===== src/rtl/sw_debounce_pkg.sv =====
// Shared state encoding and default timing constants for the switch debouncer.
package sw_debounce_pkg;

  typedef enum logic [1:0] {
    IDLE   = 2'd0,
    ARM    = 2'd1,
    HELD   = 2'd2,
    DISARM = 2'd3
  } state_t;

  localparam int DEF_DEB_CYCLES = 500000;
  localparam int DEF_REP_DELAY  = 25000000;
  localparam int DEF_REP_PERIOD = 5000000;
  localparam int DEF_CNT_W      = 25;

  // True when a count of 'value' can be represented in a 'width'-bit timer.
  function automatic bit fits_cnt(input int value, input int width);
    return longint'(value) < (longint'(1) << width);
  endfunction

endpackage


===== src/rtl/sw_sync2.sv =====
// Two-flop synchronizer for the asynchronous switch input, synchronous reset to 0.
module sw_sync2 (
  input  logic CLOCK,
  input  logic RESET,
  input  logic async_in,
  output logic sync_out
);

  logic meta;

  always_ff @(posedge CLOCK) begin
    if (RESET) begin
      meta     <= 1'b0;
      sync_out <= 1'b0;
    end else begin
      meta     <= async_in;
      sync_out <= meta;
    end
  end

endmodule


===== src/rtl/sw_debounce_pulse.sv =====
// Switch debouncer producing one enable pulse per accepted press.
// Optional auto-repeat while held is enabled by defining SW_DEBOUNCE_AUTO_REPEAT_EN.
module sw_debounce_pulse
  import sw_debounce_pkg::*;
#(
  parameter int DEB_CYCLES = DEF_DEB_CYCLES,
  parameter int REP_DELAY  = DEF_REP_DELAY,
  parameter int REP_PERIOD = DEF_REP_PERIOD,
  parameter int CNT_W      = DEF_CNT_W
) (
  input  logic CLOCK,
  input  logic RESET,
  input  logic SW_IN,
  output logic PULSE,
  output logic LEVEL
);

  if (DEB_CYCLES < 2 || !fits_cnt(DEB_CYCLES, CNT_W) ||
      REP_DELAY < 2 || !fits_cnt(REP_DELAY, CNT_W) ||
      REP_PERIOD < 2 || !fits_cnt(REP_PERIOD, CNT_W)) begin : g_bad_params
    $error("sw_debounce_pulse: illegal timing parameters for CNT_W");
  end

  localparam logic [CNT_W-1:0] DEB_LAST = CNT_W'(DEB_CYCLES - 1);

  logic             s_sw;
  state_t           state, state_nxt;
  logic [CNT_W-1:0] tmr, tmr_nxt, tmr_inc;
  logic             fire, fire_nxt;

  sw_sync2 u_sync (
    .CLOCK    (CLOCK),
    .RESET    (RESET),
    .async_in (SW_IN),
    .sync_out (s_sw)
  );

  assign tmr_inc = (tmr == '1) ? tmr : tmr + CNT_W'(1);

`ifdef SW_DEBOUNCE_AUTO_REPEAT_EN
  localparam logic [CNT_W-1:0] DELAY_LAST  = CNT_W'(REP_DELAY - 1);
  localparam logic [CNT_W-1:0] PERIOD_LAST = CNT_W'(REP_PERIOD - 1);
  logic rep_phase, rep_phase_nxt;
`endif

  always_comb begin
    state_nxt = state;
    tmr_nxt   = tmr;
    fire_nxt  = 1'b0;
`ifdef SW_DEBOUNCE_AUTO_REPEAT_EN
    rep_phase_nxt = rep_phase;
`endif
    unique case (state)
      IDLE: begin
        tmr_nxt = '0;
        if (s_sw) begin
          state_nxt = ARM;
          tmr_nxt   = CNT_W'(1);
        end
      end
      // A drop on the terminal-count cycle still wins over acceptance.
      ARM: begin
        if (!s_sw) begin
          state_nxt = IDLE;
          tmr_nxt   = '0;
        end else if (tmr == DEB_LAST) begin
          state_nxt = HELD;
          tmr_nxt   = '0;
          fire_nxt  = 1'b1;
        end else begin
          tmr_nxt = tmr_inc;
        end
      end
      HELD: begin
        if (!s_sw) begin
          state_nxt = DISARM;
          tmr_nxt   = CNT_W'(1);
`ifdef SW_DEBOUNCE_AUTO_REPEAT_EN
          rep_phase_nxt = 1'b0;
        end else if (!rep_phase) begin
          if (tmr == DELAY_LAST) begin
            tmr_nxt       = '0;
            fire_nxt      = 1'b1;
            rep_phase_nxt = 1'b1;
          end else begin
            tmr_nxt = tmr_inc;
          end
        end else if (tmr == PERIOD_LAST) begin
          tmr_nxt  = '0;
          fire_nxt = 1'b1;
        end else begin
          tmr_nxt = tmr_inc;
        end
`else
        end else begin
          tmr_nxt = '0;
        end
`endif
      end
      DISARM: begin
        if (s_sw) begin
          state_nxt = HELD;
          tmr_nxt   = '0;
        end else if (tmr == DEB_LAST) begin
          state_nxt = IDLE;
          tmr_nxt   = '0;
        end else begin
          tmr_nxt = tmr_inc;
        end
      end
      default: begin
        state_nxt = IDLE;
        tmr_nxt   = '0;
      end
    endcase
  end

  // Outputs are registered decodes of the state register, one edge behind it.
  always_ff @(posedge CLOCK) begin
    if (RESET) begin
      state <= IDLE;
      tmr   <= '0;
      fire  <= 1'b0;
      PULSE <= 1'b0;
      LEVEL <= 1'b0;
`ifdef SW_DEBOUNCE_AUTO_REPEAT_EN
      rep_phase <= 1'b0;
`endif
    end else begin
      state <= state_nxt;
      tmr   <= tmr_nxt;
      fire  <= fire_nxt;
      PULSE <= fire;
      LEVEL <= (state == HELD) || (state == DISARM);
`ifdef SW_DEBOUNCE_AUTO_REPEAT_EN
      rep_phase <= rep_phase_nxt;
`endif
    end
  end

endmodule


===== config.mk =====
export PLATFORM = sky130hd
export DESIGN_NAME = sw_debounce_pulse
export DESIGN_NICKNAME = d
export VERILOG_FILES = /design/src/rtl/sw_debounce_pkg.sv /design/src/rtl/sw_sync2.sv /design/src/rtl/sw_debounce_pulse.sv
export SDC_FILE = /design/constraint.sdc
export NUM_CORES = 1
export LEC_CHECK = 0
export ABC_AREA = 1
export CORE_MARGIN = 3
export CORE_UTILIZATION = 25
export DETAILED_ROUTE_END_ITERATION = 16
export DONT_BUFFER_PORTS = 1
export MAX_ROUTING_LAYER = met4
export PLACE_DENSITY_LB_ADDON = 0.15
export SYNTH_ARGS = -nofsm -noshare
export SYNTH_HDL_FRONTEND = slang
export SYNTH_SLANG_ARGS = --single-unit

===== constraint.sdc =====
create_clock -name CLOCK -period 2.2 [get_ports CLOCK]
set_input_delay 0.11 -clock CLOCK [delete_from_list [all_inputs] [get_ports CLOCK]]
set_output_delay 0.11 -clock CLOCK [all_outputs]
set_load 0.03 [all_outputs]

==> run metrics, run 1 <==
xor and xnor fraction of the mapped netlist area 2.956%; io pins 5; most frequent cell after synthesis nand2_1; Cell variety after synth 24; layout cell share with drive strength beyond 1 10.00%; first-pass GRT wire length around 7700 um; Final Skew approximately 0.0043 ns; clk_lat worst skew 0.29 ns; WP data arrival 2.04 ns; antenna viol nets, final 0; share of the core filled with cells between 20 and 30%; die area around 8200 sq um; vias 1636; Core Area 6832 sq um; combinational fraction of design power 0.9%; RSZ-0062 raised after global routing false; GRT overflow 0; Synth Area in Simple Gates 46.31%; synthesized flop and latch total 32; Slew @ Worst Pin 0.7909 ns; crit path cell chain ha_1 -> inv_2 -> nor2_4 -> nand2_2 -> nor2_4 -> nand2_2 -> buf_4 -> a21oi_1 -> nor2_1; clock sinks 32; DRC 0; clock buffer depth 2; slowest stage cell, crit path dfxtp_1; Avg Cell Area, Syn ~6.3 sq um; Post-Syn Nets 285; synthesized instance count 281; f_max around 0.54 GHz; CTS Root Buffer Type clkbuf_8; Compound-Gate Fraction of Synth Area 5.348%; Synth-to-Final Area Change 12.24%; Final Hold Fails 0; DR iter-0 viols 114; die height 90.33 um; design area 1996 sq um; largest area contributor in the netlist dfxtp_1; Worst setup SP type flip-flop; post-CTS setup buffers 0; DR pass1 iterations 4; synthesized-area fraction occupied by adder cells less than 1%; kind of critical path reg -> reg; top post-synthesis cells by count nand2_1, nor2_1, dfxtp_1; IO Port Bufs 0; vias in the first global route 1565; gr usage total roughly an eighth; internal power 0.0008066 W; WL/cell 11.49 um; vias per std cell 4.238; pin count of the biggest net entering global routing 19; PostCTS Resize Cnt 0; TritonCTS Buffers 5; Ant. Diodes 0; synth top area cells dfxtp_1, nand2_1, nor2_1; pre-CTS WS 0.3375 ns; fin worst setup slack around 0.34 ns; GPL Wtd Cong 0.8011; Rows 30; Post-DP HPWL 3490 um; critical path's largest stage delay 0.41 ns; Starting Density 26.03%; Sw Ratio 22.73%; Post-synth EDFFs 0; PD cells 523.1 nW/um^2; HP Start RESET; Max IR drop VDD 0.1808 mV; top cell type's share of synthesized area ~36%; crit path from tmr[0]; Placed Area 1888 sq um; ys async rst share 0%; sequential power share 55.9%; clock share of power ~43%; worst flop-to-flop path startpoint tmr[0]; CP max FO 18; die width about 90 um; antenna violations before repair 0; sequential share of the synthesized area 36.03%; CTS tree built; Slew headroom 47.27%; Final Critical Period 1.862 ns; # H-tree levels 2; max-cap check violation count 0; sw power 0.0002372 W; Cell Area, Synth 1778 sq um; Routed WL 4435 um; critical path data required time about 2.4 ns; hold_buf cts 2; final net count 293; Yosys warnings 0; multiplexer area fraction after synthesis 0%; clock-pin slew on the worst setup and hold paths approximately 0.07 ns; Setup-failing EPs final 0; status complete, no violations; max-slew violations 0; Leakage about 0.69 nW; Final Cycle Share 84.64%; main combinational cell family by area after synthesis simple AND/OR/NAND/NOR gates; Worst setup EP type flip-flop; ys flop type dfxtp_1; post-route setup TNS 0 ns; worst hold path class in -> reg
[worst max-delay path, delay by kind of cell, from the launching register on]
| family | cells | cell delay (ns) |
|---|---|---|
| and+or+nand+nor | 5 | 0.59 |
| AOI/OAI and AO/OA | 1 | 0.17 |
| buffers and inverters | 2 | 0.28 |
| DFF | 1 | 0.41 |
| adders and majority gates | 1 | 0.29 |
[flip-flops by register name (all words and copies together) (netlist names), named ones only]
name	cells
u_sync.sync_out	1
tmr	25
u_sync.meta	1
state	1
PULSE	1
LEVEL	1
fire	1
[layer usage]
metal	global-route usage (%)	vias to the layer above	share of wire, %	wire length (um)
met5	-	-	0	0
met1	16.21	724	52	2289
li1	-	892	-	-
met4	4.209	0	0.32	14
met3	2.500	3	2.4	107
met2	18.23	17	46	2024
[power by group through the flow]
stage	Clock (W)	Sequential, W	Combinational (W)
floorplan	0	0.000597	0.00000513
global placement	0	0.000597	0.00000607
detailed placement	0	0.000597	0.00000609
CTS	0.000474	0.000583	0.00000986
global route	0.000500	0.000584	0.0000113
finish	0.000451	0.000584	0.00000963
[metrics by stage]
step	std cells	power (W)	hold WS, ns
after global routing	386	0.001095	0.03922
after floorplan	281	0.0006018	0.1812
final	386	0.001044	0.03273
after detailed placement	376	0.0006031	0.1851
after global placement	376	0.0006030	0.1833
after CTS	386	0.001068	0.02098
[layout by cell type, fill, tap and decap left out, drive strengths merged]
master       Yosys  final
dfxtp           32     32
inv             29     29
nand3           23     23
nand4            4      4
nor2            63     63
clkbuf           0      5
nand2           91     91
xor2             2      2
xnor2            4      4
a31oi            1      1
a21oi           14     14
nand3b           4      4
buf              4      3
nor3             5      5
o21a             1      1
dlygate4sd3      0      2
ha               1      1
clkinv           3      6
[area by class of cell]
| type | instances | area [sq um] |
|---|---|---|
| Clock buffer | 5 | 68.82 |
| Inverter | 32 | 121.4 |
| Sequential cell | 32 | 640.6 |
| Clock inverter | 3 | 18.77 |
| Multi-Input combinational cell | 213 | 983.4 |
| Timing Repair Buffer | 5 | 42.54 |
| Tap cell | 96 | 120.1 |
| Fill cell | 794 | 4836 |
[cell families after synthesis]
family	after synthesis
flip-flops	32
AND/OR/NAND/NOR	190
AO/OA/AOI/OAI	16
XOR/XNOR	6
adder cells (fa/ha/maj)	1
buffers and inverters	36
[worst paths after layout]
check | cells after the start | end | slack [ns]
worst max-delay path | 9 | tmr[15] | 0.34
worst max register to register | 9 | tmr[15] | 0.34
worst min-delay path | 3 | fire | 0.03
worst min register to register | 2 | u_sync.sync_out | 0.40
No activity file was read; power rests on OpenSTA's default activity.
==> run 2: changes to the inputs <==
clock period = 1.7 ns   (was 2.2 ns; I/O delays follow)
==> run 2 against run 1 <==
Effect of this change: die area did not move; non-clock buffer count rose by 23; sequential power rose by 29%; fmax rose by 19%; clock power rose by 37%; total power rose by 33%; hold slack got worse by 0.014 ns; final cell count rose by 6.0%; register-to-register slack got worse by 0.21 ns; utilization rose by 3.2 points; worst setup slack got worse by 0.21 ns.
==> run metrics, run 2 (same netlist as run 1, synthesis figures left out) <==
GPL Wtd Cong 0.8091 (+1.0%); design area 2216 sq um (+11%); met2 GRT Util 20.29% (+2.1 points); HP Start RESET; die area 8160 sq um (unchanged); Final Critical Period 1.568 ns (-0.2941 ns); internal power 0.001050 W (+30%); first-pass GRT wire length 8010 um (+4.4%); met1 usage 15.92% (-0.29 points); max FFs per register 25 (unchanged); Final Skew 0.006773 ns (+0.002432 ns); antenna violations before repair 0 (unchanged); Leakage 0.8210 nW (+19%); WP data arrival 1.76 ns (-0.28 ns); clock buffer depth 2 (unchanged); Ant. Diodes 0 (unchanged); Worst setup EP type flip-flop; Synth-to-Final Area Change 24.63%; die width 90.33 um (unchanged); final net count 316 (+7.8%); fin worst setup slack 0.1321 ns (-0.2059 ns); Final Cycle Share 92.23% (+7.6 points); worst flop-to-flop path startpoint tmr[1]; Routed WL 4702 um (+6.0%); # H-tree levels 2 (unchanged); IO Port Bufs 0 (unchanged); cell family with most CP delay simple AND/OR/NAND/NOR gates; Slew @ Worst Pin 0.4900 ns (-0.3009 ns); crit path cell chain ha_2 -> inv_2 -> nor2_4 -> nand2_2 -> nor2_4 -> nand2_4 -> buf_4 -> a21oi_1 -> nor2_1; Most common cell on crit path nor2_4; critical path data required time 1.89 ns (-0.49 ns); pin count of the biggest net entering global routing 17 (-2); Max IR drop VDD 0.2307 mV (+28%); met3 Use GR 2.750% (+0.25 points); TritonCTS Buffers 5 (unchanged); global routing's busiest layer met2; gr usage total 12.73% (+0.60 points); crit path from tmr[1]; Setup-failing EPs final 0 (unchanged); CTS tree built; Core Area 6832 sq um (unchanged); sw power 0.0003394 W (+43%); antenna viol nets, final 0 (unchanged); critical path's largest stage delay 0.35 ns (-0.06 ns); Post-DP HPWL 3728 um (+6.8%); max-cap check violation count 0 (unchanged); vias per std cell 4.249 (+0.26%); Final Hold Fails 0 (unchanged); clock sinks 32 (unchanged); vias in the first global route 1678 (+7.2%); RSZ-0062 raised after global routing false; layout cell share with drive strength beyond 1 18.85% (+8.8 points); sequential power share 54.3% (-1.6 points); R2R Setup Slk 0.13 ns (-0.21 ns); vias 1738 (+6.2%); most frequent cells in the layout nand2_1, nor2_1, dfxtp_1, inv_1, buf_4; Worst setup SP type flip-flop; WL/cell 11.50 um (about the same); Slew headroom 67.26% (+20 points); post-CTS setup buffers 0 (unchanged); PD cells 627.0 nW/um^2 (+20%); CP max FO 8 (-10); kind of critical path reg -> reg; Starting Density 26.03% (unchanged); CTS Root Buffer Type clkbuf_8; clock share of power 44.6% (+1.4 points); GRT overflow 0 (unchanged); commonest non-fill, non-tap cell in the layout nand2_1; io pins 5 (unchanged); DR iter-0 viols 83 (-27%); Hold WS 0.01839 ns (-0.01433 ns); Rows 30 (unchanged); max-slew violations 0 (unchanged); Reg with most FFs tmr; pre-CTS WS 0.005754 ns (-0.3318 ns); die height 90.33 um (unchanged); clk_lat worst skew 0.29 ns (about the same); post-route setup TNS 0 ns (unchanged); slowest stage cell, crit path dfxtp_1; status complete, no violations; clock-pin slew on the worst setup and hold paths 0.07 ns (about the same); Placed Area 2061 sq um (+9.1%); DR pass1 iterations 4 (unchanged); fillcell total 803 (+1.1%); DRC 0 (unchanged); combinational fraction of design power 1.1% (+0.2 points); Sw Ratio 24.43% (+1.7 points); Critical path buffers and inverters 2 (unchanged); worst hold path class in -> reg; f_max 0.6378 GHz (+19%)
## run 2: power by group through the flow
stage / registers (W) / clock network (W) / logic (W)
after global placement: 0.000772 / 0 / 0.0000105
after CTS: 0.000754 / 0.000649 / 0.0000154
final: 0.000754 / 0.000620 / 0.0000150
after global routing: 0.000755 / 0.000673 / 0.0000177
after detailed placement: 0.000772 / 0 / 0.0000104
after floorplan: 0.000772 / 0 / 0.00000664
## run 2: timing repair
item                                    in CTS  in global routing
hold endpoints to repair                     5                  0
endpoints found under the setup margin       2                 18
hold buffers                                 2                  0
resized for setup                            1                 10
gates cloned                                 0                  0
## run 2: worst paths after layout
kind                                   endpoint  depth (start not counted)
worst max register to register          tmr[14]                          9
worst max-delay path                    tmr[14]                          9
worst min register to register  u_sync.sync_out                          2
worst min-delay path                       fire                          3
## run 2: per-stage QoR
| step | instances | power (W) | utilization (%) |
|---|---|---|---|
| after global placement | 399 | 0.0007824 | 30.16 |
| after floorplan | 281 | 0.0007788 | - |
| after global routing | 409 | 0.001446 | 32.44 |
| final | 409 | 0.001389 | 32.44 |
| after CTS | 409 | 0.001419 | 31.92 |
| after detailed placement | 399 | 0.0007825 | 30.16 |
## run 2: metal layers
| layer | vias to the layer above | wire (um) |
|---|---|---|
| li1 | 935 | - |
| met1 | 772 | 2289 |
| met2 | 27 | 2206 |
| met3 | 4 | 163 |
| met4 | 0 | 43 |
| met5 | - | 0 |
## run 2: cell type report
type	instances	area [sq um]	area share, %
multi-input combinational	213	1016	45.85
sequential	32	643.1	29.02
timing repair buffer	28	222.7	10.05
clock buffer	5	68.82	3.106
tap	96	120.1	5.421
clock inverter	3	23.77	1.073
inverter	32	121.4	5.477
## run 2: worst min-delay path: cells and delay by family
kind	cells	cell delay, ns
AND/OR/NAND/NOR	3	0.18
==> run 3: changes to the inputs <==
CORE_UTILIZATION = 40   (was 25)
SKIP_LAST_GASP = 1   (was default)
==> run 3 against run 2 <==
Effect of this change: first-iteration DRC count increased by 25%; register-to-register slack about the same; final cell count decreased by 15%; die area decreased by 35%.
==> run metrics, run 3 (same netlist as run 1, synthesis figures left out) <==
max-cap check violation count 0 (unchanged); Setup-failing EPs final 0 (unchanged); CTS Root Buffer Type clkbuf_8; RSZ-0062 raised after global routing false; die height 72.67 um (-20%); clock buffer depth 2 (unchanged); max-slew violations 0 (unchanged); commonest non-fill, non-tap cell in the layout nand2_1; cell family with most CP delay simple AND/OR/NAND/NOR gates; io pins 5 (unchanged); worst flop-to-flop path startpoint tmr[15]; antenna viol nets, final 0 (unchanged); fin worst setup slack 0.1361 ns (+0.003974 ns); CP max FO 30 (+22); Slew @ Worst Pin 0.4544 ns (-0.03568 ns); Starting Density 42.90% (+17 points); Final Hold Fails 0 (unchanged); Synth-to-Final Area Change 15.55%; post-CTS setup buffers 0 (unchanged); Slew headroom 69.64% (+2.4 points); pin count of the biggest net entering global routing 31 (+14); crit path from tmr[15]; IO Port Bufs 0 (unchanged); slowest stage cell, crit path dfxtp_1; Reg with most FFs tmr; clock-pin slew on the worst setup and hold paths 0.07 ns (about the same); Core Area 4144 sq um (-39%); layout cell share with drive strength beyond 1 13.38% (-5.5 points); crit path cell chain nand2_1 -> nor2_2 -> nand2_1 -> nor2_4 -> nand2_2 -> buf_12 -> clkinv_2 -> nand2_2 -> a21oi_2; Routed WL 4083 um (-13%); most frequent cells in the layout nand2_1, nor2_1, dfxtp_1, inv_1, nand3_1; Final Cycle Share 92.00% (-0.23 points); antenna violations before repair 0 (unchanged); vias 1664 (-4.3%); Final Skew 0.007171 ns (+0.0003979 ns); clk_lat worst skew 0.29 ns (about the same); vias per std cell 4.768 (+12%); PD cells 725.7 nW/um^2 (+16%); Leakage 0.7543 nW (-8.1%); vias in the first global route 1585 (-5.5%); status complete, no violations; pre-CTS WS 0.09397 ns (+0.08822 ns); Max IR drop VDD 0.3455 mV (+50%); Final Critical Period 1.564 ns (-0.003974 ns); die area 5281 sq um (-35%); final net count 302 (-4.4%); WP data arrival 1.79 ns (+0.03 ns); GRT overflow 0 (unchanged); # H-tree levels 2 (unchanged); DR pass1 iterations 4 (unchanged); Rows 23 (-23%); WL/cell 11.70 um (+1.8%); Critical path buffers and inverters 2 (unchanged); CTS tree built; first-pass GRT wire length 7038 um (-12%); clock sinks 32 (unchanged); max FFs per register 25 (unchanged); post-route setup TNS 0 ns (unchanged); Post-DP HPWL 3081 um (-17%); Ant. Diodes 0 (unchanged); DRC 0 (unchanged); TritonCTS Buffers 5 (unchanged); Worst setup SP type flip-flop; gr usage total 17.96% (+5.2 points); f_max 0.6394 GHz (+0.25%); GPL Wtd Cong 0.8844 (+9.3%); kind of critical path reg -> reg; worst hold path class in -> reg; die width 72.67 um (-20%); HP Start RESET; critical path's largest stage delay 0.41 ns (+0.06 ns); DR iter-0 viols 104 (+25%); Worst setup EP type flip-flop; critical path data required time 1.93 ns (+0.04 ns)
[run 3: changes by cell type in the layout (fill, tap and decap cells not counted), moves of 2 or more]
cell / before / now
clkinvlp_4: 2 / 0
buf_6: 2 / 0
buf_4: 24 / 11
nor3_2: 2 / 0
nor3_1: 3 / 5
[run 3: power by group]
group / total (W) / internal [W] / switching (W)
registers: 0.000755 / 0.000753 / 0.00000238
logic: 0.0000142 / 0.00000716 / 0.00000707
clock network: 0.000721 / 0.000435 / 0.000287
[run 3: timing repair]
item	CTS	global route
hold buffers	2	0
endpoints found under the hold margin	5	0
endpoints found under the setup margin	0	17
gates resized for setup	0	4
[run 3: per-layer routing]
layer	wire length, um	global-route usage (%)
met1	2032	23.29
met2	1768	26.35
met3	166	3.168
met4	115	9.836
met5	0	-
[run 3: layout make-up]
type                            instances  area, sq um
Clock inverter                          2        35.03
Tap cell                               50        62.56
Inverter                               32        121.4
Sequential cell                        32        641.9
Timing Repair Buffer                   14        122.6
Clock buffer                            6        72.57
Multi-Input combinational cell        213        998.5
Fill cell                             467         2090
[run 3: tightest hold or removal path: cells and delay by family]
family,cells,cell delay [ns]
simple gates,3,0.16
[run 3: worst paths after layout]
check	end	slack [ns]	depth (start not counted)
worst min register to register	u_sync.sync_out	0.40	2
worst min-delay path	fire	0.002	3
worst max-delay path	tmr[1]	0.14	9
worst max register to register	tmr[1]	0.14	9
[run 3: through the flow]
step,utilization (%),power [W],cell area (sq um),std cells,hold slack (ns)
after floorplan,-,0.0007788,1778,281,0.1562
after global placement,46.11,0.0007815,1911,339,0.1572
after detailed placement,46.11,0.0007816,1911,339,0.1596
after CTS,49.18,0.001505,2038,349,0.001369
after global routing,49.58,0.001532,2054,349,0.05770
final,49.58,0.001491,2054,349,0.001840
